--- src/rtl/step_loader.sv ---
// Deserialises narrow stream words into full step records behind a one-entry valid/ready output register.
// Optional STEP_LOADER_CSUM_EN: each record carries a trailing XOR checksum word; bad records are dropped and flag err.
module step_loader #(
  parameter int STEP_W = 560,
  parameter int WORD_W = 16,
  parameter int CNT_W  = 32
) (
  input  logic              clk,
  input  logic              rst_n,
  input  logic [WORD_W-1:0] in_word,
  input  logic              in_valid,
  output logic              in_ready,
  output logic [STEP_W-1:0] step,
  output logic              step_valid,
  input  logic              step_ready,
  output logic [CNT_W-1:0]  step_count,
  output logic              err
);

  localparam int NWORDS = (STEP_W + WORD_W - 1) / WORD_W;
  localparam int ASM_W  = NWORDS * WORD_W;
`ifdef STEP_LOADER_CSUM_EN
  localparam int LAST = NWORDS;
`else
  localparam int LAST = NWORDS - 1;
`endif
  localparam int IDX_W = $clog2(LAST + 1);

  typedef enum logic {FILL, HOLD} state_t;

  state_t           state;
  logic [IDX_W-1:0] cnt;
  logic [ASM_W-1:0] asm_q;
  logic [ASM_W-1:0] asm_wr;
  logic             accept;
  logic             rec_ok;

  assign accept = in_valid && in_ready;

  // Assembly register with the incoming word merged, so completion can bypass asm_q.
  // The checksum trailer index (NWORDS) matches no slot and leaves asm_q untouched.
  always_comb begin
    asm_wr = asm_q;
    for (int unsigned i = 0; i < NWORDS; i++) begin
      if (cnt == IDX_W'(i)) asm_wr[i*WORD_W +: WORD_W] = in_word;
    end
  end

`ifdef STEP_LOADER_CSUM_EN
  logic [WORD_W-1:0] csum_q;
  assign rec_ok = (in_word == csum_q);
`else
  assign rec_ok = 1'b1;
  assign err    = 1'b0;
`endif

  always_ff @(posedge clk) begin
    if (!rst_n) begin
      state      <= FILL;
      cnt        <= '0;
      asm_q      <= '0;
      in_ready   <= 1'b0;
      step       <= '0;
      step_valid <= 1'b0;
      step_count <= '0;
`ifdef STEP_LOADER_CSUM_EN
      csum_q     <= '0;
      err        <= 1'b0;
`endif
    end else begin
      if (step_valid && step_ready) begin
        step_valid <= 1'b0;
        step_count <= step_count + CNT_W'(1);
      end
      case (state)
        FILL: begin
          in_ready <= 1'b1;
          if (accept) begin
            asm_q <= asm_wr;
`ifdef STEP_LOADER_CSUM_EN
            csum_q <= csum_q ^ in_word;
`endif
            if (cnt == IDX_W'(LAST)) begin
              cnt <= '0;
`ifdef STEP_LOADER_CSUM_EN
              csum_q <= '0;
`endif
              if (rec_ok) begin
                if (!step_valid || step_ready) begin
                  step       <= asm_wr[STEP_W-1:0];
                  step_valid <= 1'b1;
                end else begin
                  state    <= HOLD;
                  in_ready <= 1'b0;
                end
              end else begin
`ifdef STEP_LOADER_CSUM_EN
                err <= 1'b1;
`endif
              end
            end else begin
              cnt <= cnt + IDX_W'(1);
            end
          end
        end
        HOLD: begin
          if (step_ready) begin
            step       <= asm_q[STEP_W-1:0];
            step_valid <= 1'b1;
            state      <= FILL;
            in_ready   <= 1'b1;
          end
        end
        default: state <= FILL;
      endcase
    end
  end

endmodule
--- config.mk ---
export PLATFORM = sky130hd
export DESIGN_NAME = step_loader
export DESIGN_NICKNAME = d
export VERILOG_FILES = /design/src/rtl/step_loader.sv
export SDC_FILE = /design/constraint.sdc
export NUM_CORES = 2
export LEC_CHECK = 0
export BUFFER_PORTS_ARGS = -buffer_cell sky130_fd_sc_hd__buf_2
export CAP_MARGIN = 40
export CELL_PAD_IN_SITES_DETAIL_PLACEMENT = 0
export CELL_PAD_IN_SITES_GLOBAL_PLACEMENT = 2
export CORE_ASPECT_RATIO = 1.2
export CORE_MARGIN = 2
export CORE_UTILIZATION = 31
export DETAILED_ROUTE_END_ITERATION = 10
export GPL_TIMING_DRIVEN = 0
export PLACE_DENSITY = 0.76
export SETUP_SLACK_MARGIN = 0.15
export SLEW_MARGIN = 20
export SYNTH_ARGS = -nofsm -noshare
export SYNTH_HDL_FRONTEND = slang
export SYNTH_SLANG_ARGS = --single-unit
--- constraint.sdc ---
create_clock -name clk -period 2.2 [get_ports clk]
set_clock_uncertainty 0.15 [all_clocks]
set_input_delay 0 -clock clk [delete_from_list [all_inputs] [get_ports clk]]
set_output_delay 0 -clock clk [all_outputs]
set_load 0.005 [all_outputs]
# --- Yosys cells after proc, flatten, opt, wreduce, memory -nomap -nowiden ---
# Cells that the tools add are included.
word_totals:
  regBits: 1161
  input_bits: 20
  out_inout_bits: 595
  word_cells: 112
classes:
  n_addsub: 2
  n_eq_ne: 38
  mux: 57
  bitwise_logic: 1
  reduce_logical: 7
ops:
  columns: ["operator", "count"]
  rows:
  - ["2-to-1 mux 560 bit", 4]
  - ["one-hot mux 560 bit (2 select lines)", 1]
  - ["2-to-1 mux 16 bit", 35]
  - ["equality test 6 x 5 -> 1 bit (second input constant)", 16]
  - ["equality test 6 x 4 -> 1 bit (second input constant)", 8]
  - ["adder 32 x 1 -> 32 bit (second input constant)", 1]
  - ["equality test 6 x 3 -> 1 bit (second input constant)", 4]
  - ["equality test 6 bit (second input constant)", 3]
  - ["2-to-1 mux 1 bit", 13]
  - ["equality test 6 x 2 -> 1 bit (second input constant)", 2]
  - ["!= test 2 bit (second input constant)", 4]
  - ["adder 6 x 1 -> 6 bit (second input constant)", 1]
  - ["equality test 6 x 1 -> 1 bit (second input constant)", 1]
  - ["zero test 6 bit", 1]
  - ["2-to-1 mux 6 bit", 1]
  - ["one-hot mux 1 bit (2 select lines)", 3]
  - ["AND reduction 4 bit", 1]
  - ["logical AND 1 bit", 2]
  - ["AND reduction 2 bit", 1]
  - ["zero test 1 bit", 1]
  - ["logical OR 1 bit", 1]
  - ["NOT 1 bit", 1]

# --- Depth between registers and ports, before layout ---
logic_depth:
  word_depth: 6
  depth_mapped: 9
  depth_no_buf: 6

# --- Worst setup path after synthesis ---
# No wires, ideal clock.
synth_timing:
  path_kind: "reg2reg"
  startpoint: "register cnt[2]"
  endpoint: "register asm_q[10]"
  setup_ps: 128
  arrival_ps: 1963
  required_ps: 1922
  setup_slack_ps: -41
  path_stages_with_launch: 9
  n_path_buf: 4
  synth_period_minus_slack_ps: 2241
  cell_sequence: "dfxtp_1 buf_6 or3b_1 buf_4 or4_1 buf_2 buf_6 mux2i_1 nor2_1"
synth_between:
  elab_chain_cells: 2
synth_lines:
  columns: ["element", "line", "text"]
  rows:
  - ["from (decl)", "32", "logic [IDX_W-1:0] cnt;"]
  - ["from (signal assigned)", "102", "cnt <= cnt + IDX_W'(1);"]
  - ["zero test 6 bit", "45", "if (cnt == IDX_W'(i)) asm_wr[i*WORD_W +: WORD_W] = in_word;"]
  - ["2-to-1 mux 16 bit", "45", null]
  - ["to (signal assigned)", "79", "asm_q <= asm_wr;"]
  - ["to (decl)", "33", "logic [ASM_W-1:0] asm_q;"]
# No other way between the ends.
# A chain may end at the register's enable or synchronous reset.

# --- Final worst setup path ---
layout_timing:
  startpoint: "register cnt[2]"
  endpoint: "register asm_q[29]"
layout_between:
  elab_chain_cells: 2
layout_lines:
  columns: ["element", "line"]
  rows:
  - ["equality test 6 x 1 -> 1 bit", "45"]
  - ["2-to-1 mux 16 bit", "45"]
# No other way between the ends.

==> summary.md <==
| Metric | Value |
|---|---|
| Min Tclk post-route | `2.417 ns` |
| Crit share post-route | `109.9%` |
| Top cell by count, worst path | `buf_8` |
| Pleak | `21.75 nW` |
| CTS Root Cell | `clkbuf_16` |
| Worst VDD drop | `0.7085 mV` |
| Worst Setup End Kind | `register` |
| Clk sinks | `1161` |
| P_sw | `11.60 mW` |
| Reg2reg path depth | `8` |
| Seq/Total Area, Yosys | `48.78%` |
| Gr usage total | `29.67%` |
| Vias/cell | `5.518` |
| PwrDens | `734.3 mW/mm^2` |
| Clock power share | `48.9%` |
| Die ar. | `0.1569 mm^2` |
| Top-area cell type share of the netlist area | `48.78%` |
| Most frequent cell after synthesis | `nand2_1` |
| Worst r2r dst | `asm_q[29]$_SDFFE_PN0P_` |
| Die Height | `433.5 um` |
| Switching Share | `24.91%` |
| Critical path peak fanout | `8` |
| Initial Util | `31.22%` |
| Area of the core | `0.1526 mm^2` |
| Critical path class | `reg2reg` |
| Number of synthesized flops with an enable pin | `0` |
| WL per Instance | `27.52 um` |
| Nature of the critical path startpoint | `register` |
| Final hold vios | `0` |
| Hold Crit Endpoint | `state$_SDFF_PN0_` |
| Crit-path cells | `buf_12 > or3b_4 > buf_8 > or4_4 > buf_8 > clkbuf_16 > mux2i_1 > nor2_1` |
| Comb power frac | `5.9%` |
| Setup slack, reg-to-reg | `-0.22 ns` |
| Layout cells sized above 1 | `25.04%` |
| Relative slew margins | `40.74%` |
| Vias in the first global route | `45572` |
| Worst min path class | `in2reg` |
| Ports | `615` |
| Maximum clock rate | `413.7 MHz` |
| Initial DRT Pass Iterations | `6` |
| Area Growth Syn to Fin | `33.15%` |
| Largest net degree at the start of global routing | `17` |
| FF+latch count, synth | `1161` |
| MaxCap Viol Count | `0` |
| Num CTS Buffers | `133` |
| Unrepaired setup endpoints after global routing | `yes` |
| Final wirelength | `246.0 mm` |
| Worst R2R Start | `cnt[2]$_SDFFE_PN0P_` |
| Synth cell count leaders | `1499 x nand2_1, 1161 x dfxtp_1, 1043 x a21oi_1` |
| Cell Int Power | `34.99 mW` |
| HPWL after DPL | `173.9 mm` |
| CTS Buffer Depth | `3` |
| Top post-synthesis cells by area | `dfxtp_1 49%, nand2_1 12%, a21oi_1 11%` |
| IO Port Bufs | `595` |
| Min-delay src | `step_ready` |
| Placer Congestion | `0.8797` |
| Worst-skew pair later-pin latency | `0.79 ns` |
| Flop pwr share | `45.2%` |
| Critical Path Max Stage Delay | `0.55 ns` |
| Leading area contributor after synthesis | `dfxtp_1` |
| Filler instances | `15613` |
| Row cnt | `157` |
| First-pass GRT wire length | `335.8 mm` |
| Final setup viols | `734` |
| Die X | `361.9 um` |
| Required time of the critical path | `2.68 ns` |
| Avg Inst Size Synth | `8.053 um^2` |
| Hold path depth | `3` |
| DRC viols | `0` |
| Antenna violations before repair | `15` |
| Post-Synthesis Cells | `5917` |
| Fin worst setup slack | `-0.2171 ns` |
| Failing checks | `negative setup slack` |
| Distinct cell type count after synthesis | `54` |
| Tot Pwr | `46.59 mW` |
| Max Slew Vio Count | `0` |
| Synth warn | `0` |
| Post-synth ARST share | `0%` |
| Antenna Violating Nets Remaining | `0` |
| Top_reg_cell synth | `dfxtp_1` |
| GRT Residual Overflow | `0` |
| Nets | `6875` |
| Status | `finished, violations left` |
| Place WS | `-1.127 ns` |
| CTS clk-pin slew, worst paths | `0.06 ns` |
| Mapped Area | `0.04765 mm^2` |
| CP max stage cell | `or4_4` |
| Detailed Route Iter0 Violations | `4491` |
| Net Count, Synth | `5942` |
| Vias | `49316` |
| CTS tree | `done` |
| H-Tree Level Count | `4` |
| Crit path arrival time | `2.90 ns` |
| Slew @ Worst Pin | `0.8889 ns` |
how the worst max path moves through the flow:
| stage | endpoint | cells past startpoint | from |
|---|---|---|---|
| after floorplan | asm_q[10]$_SDFFE_PN0P_ | 8 | cnt[3]$_SDFFE_PN0P_ |
| after global placement | step[428]$_SDFFE_PN0P_ | 7 | cnt[1]$_SDFFE_PN0P_ |
| after detailed placement | step[214]$_SDFFE_PN0P_ | 8 | cnt[1]$_SDFFE_PN0P_ |
| after CTS | asm_q[22]$_SDFFE_PN0P_ | 8 | cnt[3]$_SDFFE_PN0P_ |
| after global routing | asm_q[26]$_SDFFE_PN0P_ | 8 | cnt[2]$_SDFFE_PN0P_ |
| final | asm_q[29]$_SDFFE_PN0P_ | 8 | cnt[2]$_SDFFE_PN0P_ |
repair_timing:
| item | CTS | global route |
|---|---|---|
| buffers inserted | 28 | 58 |
| endpoints found under the hold margin | 177 | 0 |
| gates cloned | 4 | 18 |
| setup endpoints to repair | 1147 | 1080 |
| hold buffers | 22 | 0 |
| gates resized for setup | 562 | 460 |
| pin swaps | 15 | 42 |
flip-flops by register name, indices dropped and copies added, names as in the netlist:
name        flops
step_valid      1
step_count     32
state           1
step          560
in_ready        1
asm_q         560
cnt             6
cell usage in the layout, fill, tap and decap left out, types with 110 or more instances in the layout:
master / Yosys / routed
buf_2: 129 / 655
nand2_1: 1499 / 1465
a21oi_1: 1043 / 1033
nand3_1: 508 / 505
a311oi_2: 0 / 155
clkbuf_2: 1 / 193
dfxtp_1: 1161 / 1148
mux2i_1: 163 / 154
nor2_1: 139 / 113
clkbuf_16: 0 / 161
buf_6: 3 / 110
a311oi_1: 496 / 341
clkbuf_1: 517 / 237
through the flow:
stage / hold WS [ns] / area (um^2) / TNS [ns] / instances / utilization (%)
after CTS: 0.008197 / 61140 / -73.97 / 8858 / 40.06
after global placement: 0.2533 / 53330 / -1663.70 / 8499 / 34.94
after detailed placement: 0.1821 / 54360 / -862.09 / 8571 / 35.61
after global routing: 0.05547 / 63440 / -112.35 / 8936 / 41.57
final: 0.03929 / 63450 / -66.14 / 8938 / 41.57
after floorplan: 0.1079 / 47870 / 0 / 5917 / -
cell families after synthesis:
family,Yosys count,synth area share [%]
buffers and inverters,700,5.982
AOI/OAI and AO/OA,1630,21.47
muxes,164,3.448
xor gates and xnor gates,15,0.2757
adders and majority gates,5,0.1313
other,1,0.007870
DFF,1161,48.78
and+or+nand+nor,2241,19.91
area by class of cell:
class                      count  area, um^2  area share, %
sequential                  1161       23270          36.68
multi-input combinational   4056       23210          36.58
timing repair buffer         798        5354          8.438
buffer                       692        4672          7.363
clock buffer                 210        4115          6.486
tap                         1987        2486          3.918
clock inverter                23       292.8         0.4614
inverter                       8       35.03        0.05522
antenna                        3       7.507        0.01183
worst max-delay path: cells and delay by family (launching register included):
| kind | cells | cell delay, ns |
|---|---|---|
| DFF | 1 | 0.36 |
| buffers and inverters | 4 | 0.60 |
| muxes | 1 | 0.15 |
| and+or+nand+nor | 3 | 0.99 |
power by group through the flow:
| stage | Sequential [mW] | Clock [mW] | Combinational [mW] |
|---|---|---|---|
| final | 21.1 | 22.8 | 2.73 |
| after global routing | 21.1 | 23.8 | 2.74 |
| after CTS | 21.1 | 23.0 | 2.51 |
| after detailed placement | 21.5 | 0 | 2.30 |
| after global placement | 21.5 | 0 | 2.15 |
| after floorplan | 21.5 | 0 | 0.928 |
per-layer routing:
metal | up-vias | share of wire [%] | GRT usage (%)
li1 | 22792 | - | -
met1 | 24001 | 42 | 38.82
met2 | 2055 | 46 | 47.41
met3 | 466 | 6.8 | 5.029
met4 | 2 | 5.1 | 14.12
met5 | - | 0.0045 | 0
No activity file was read; power rests on OpenSTA's default activity.
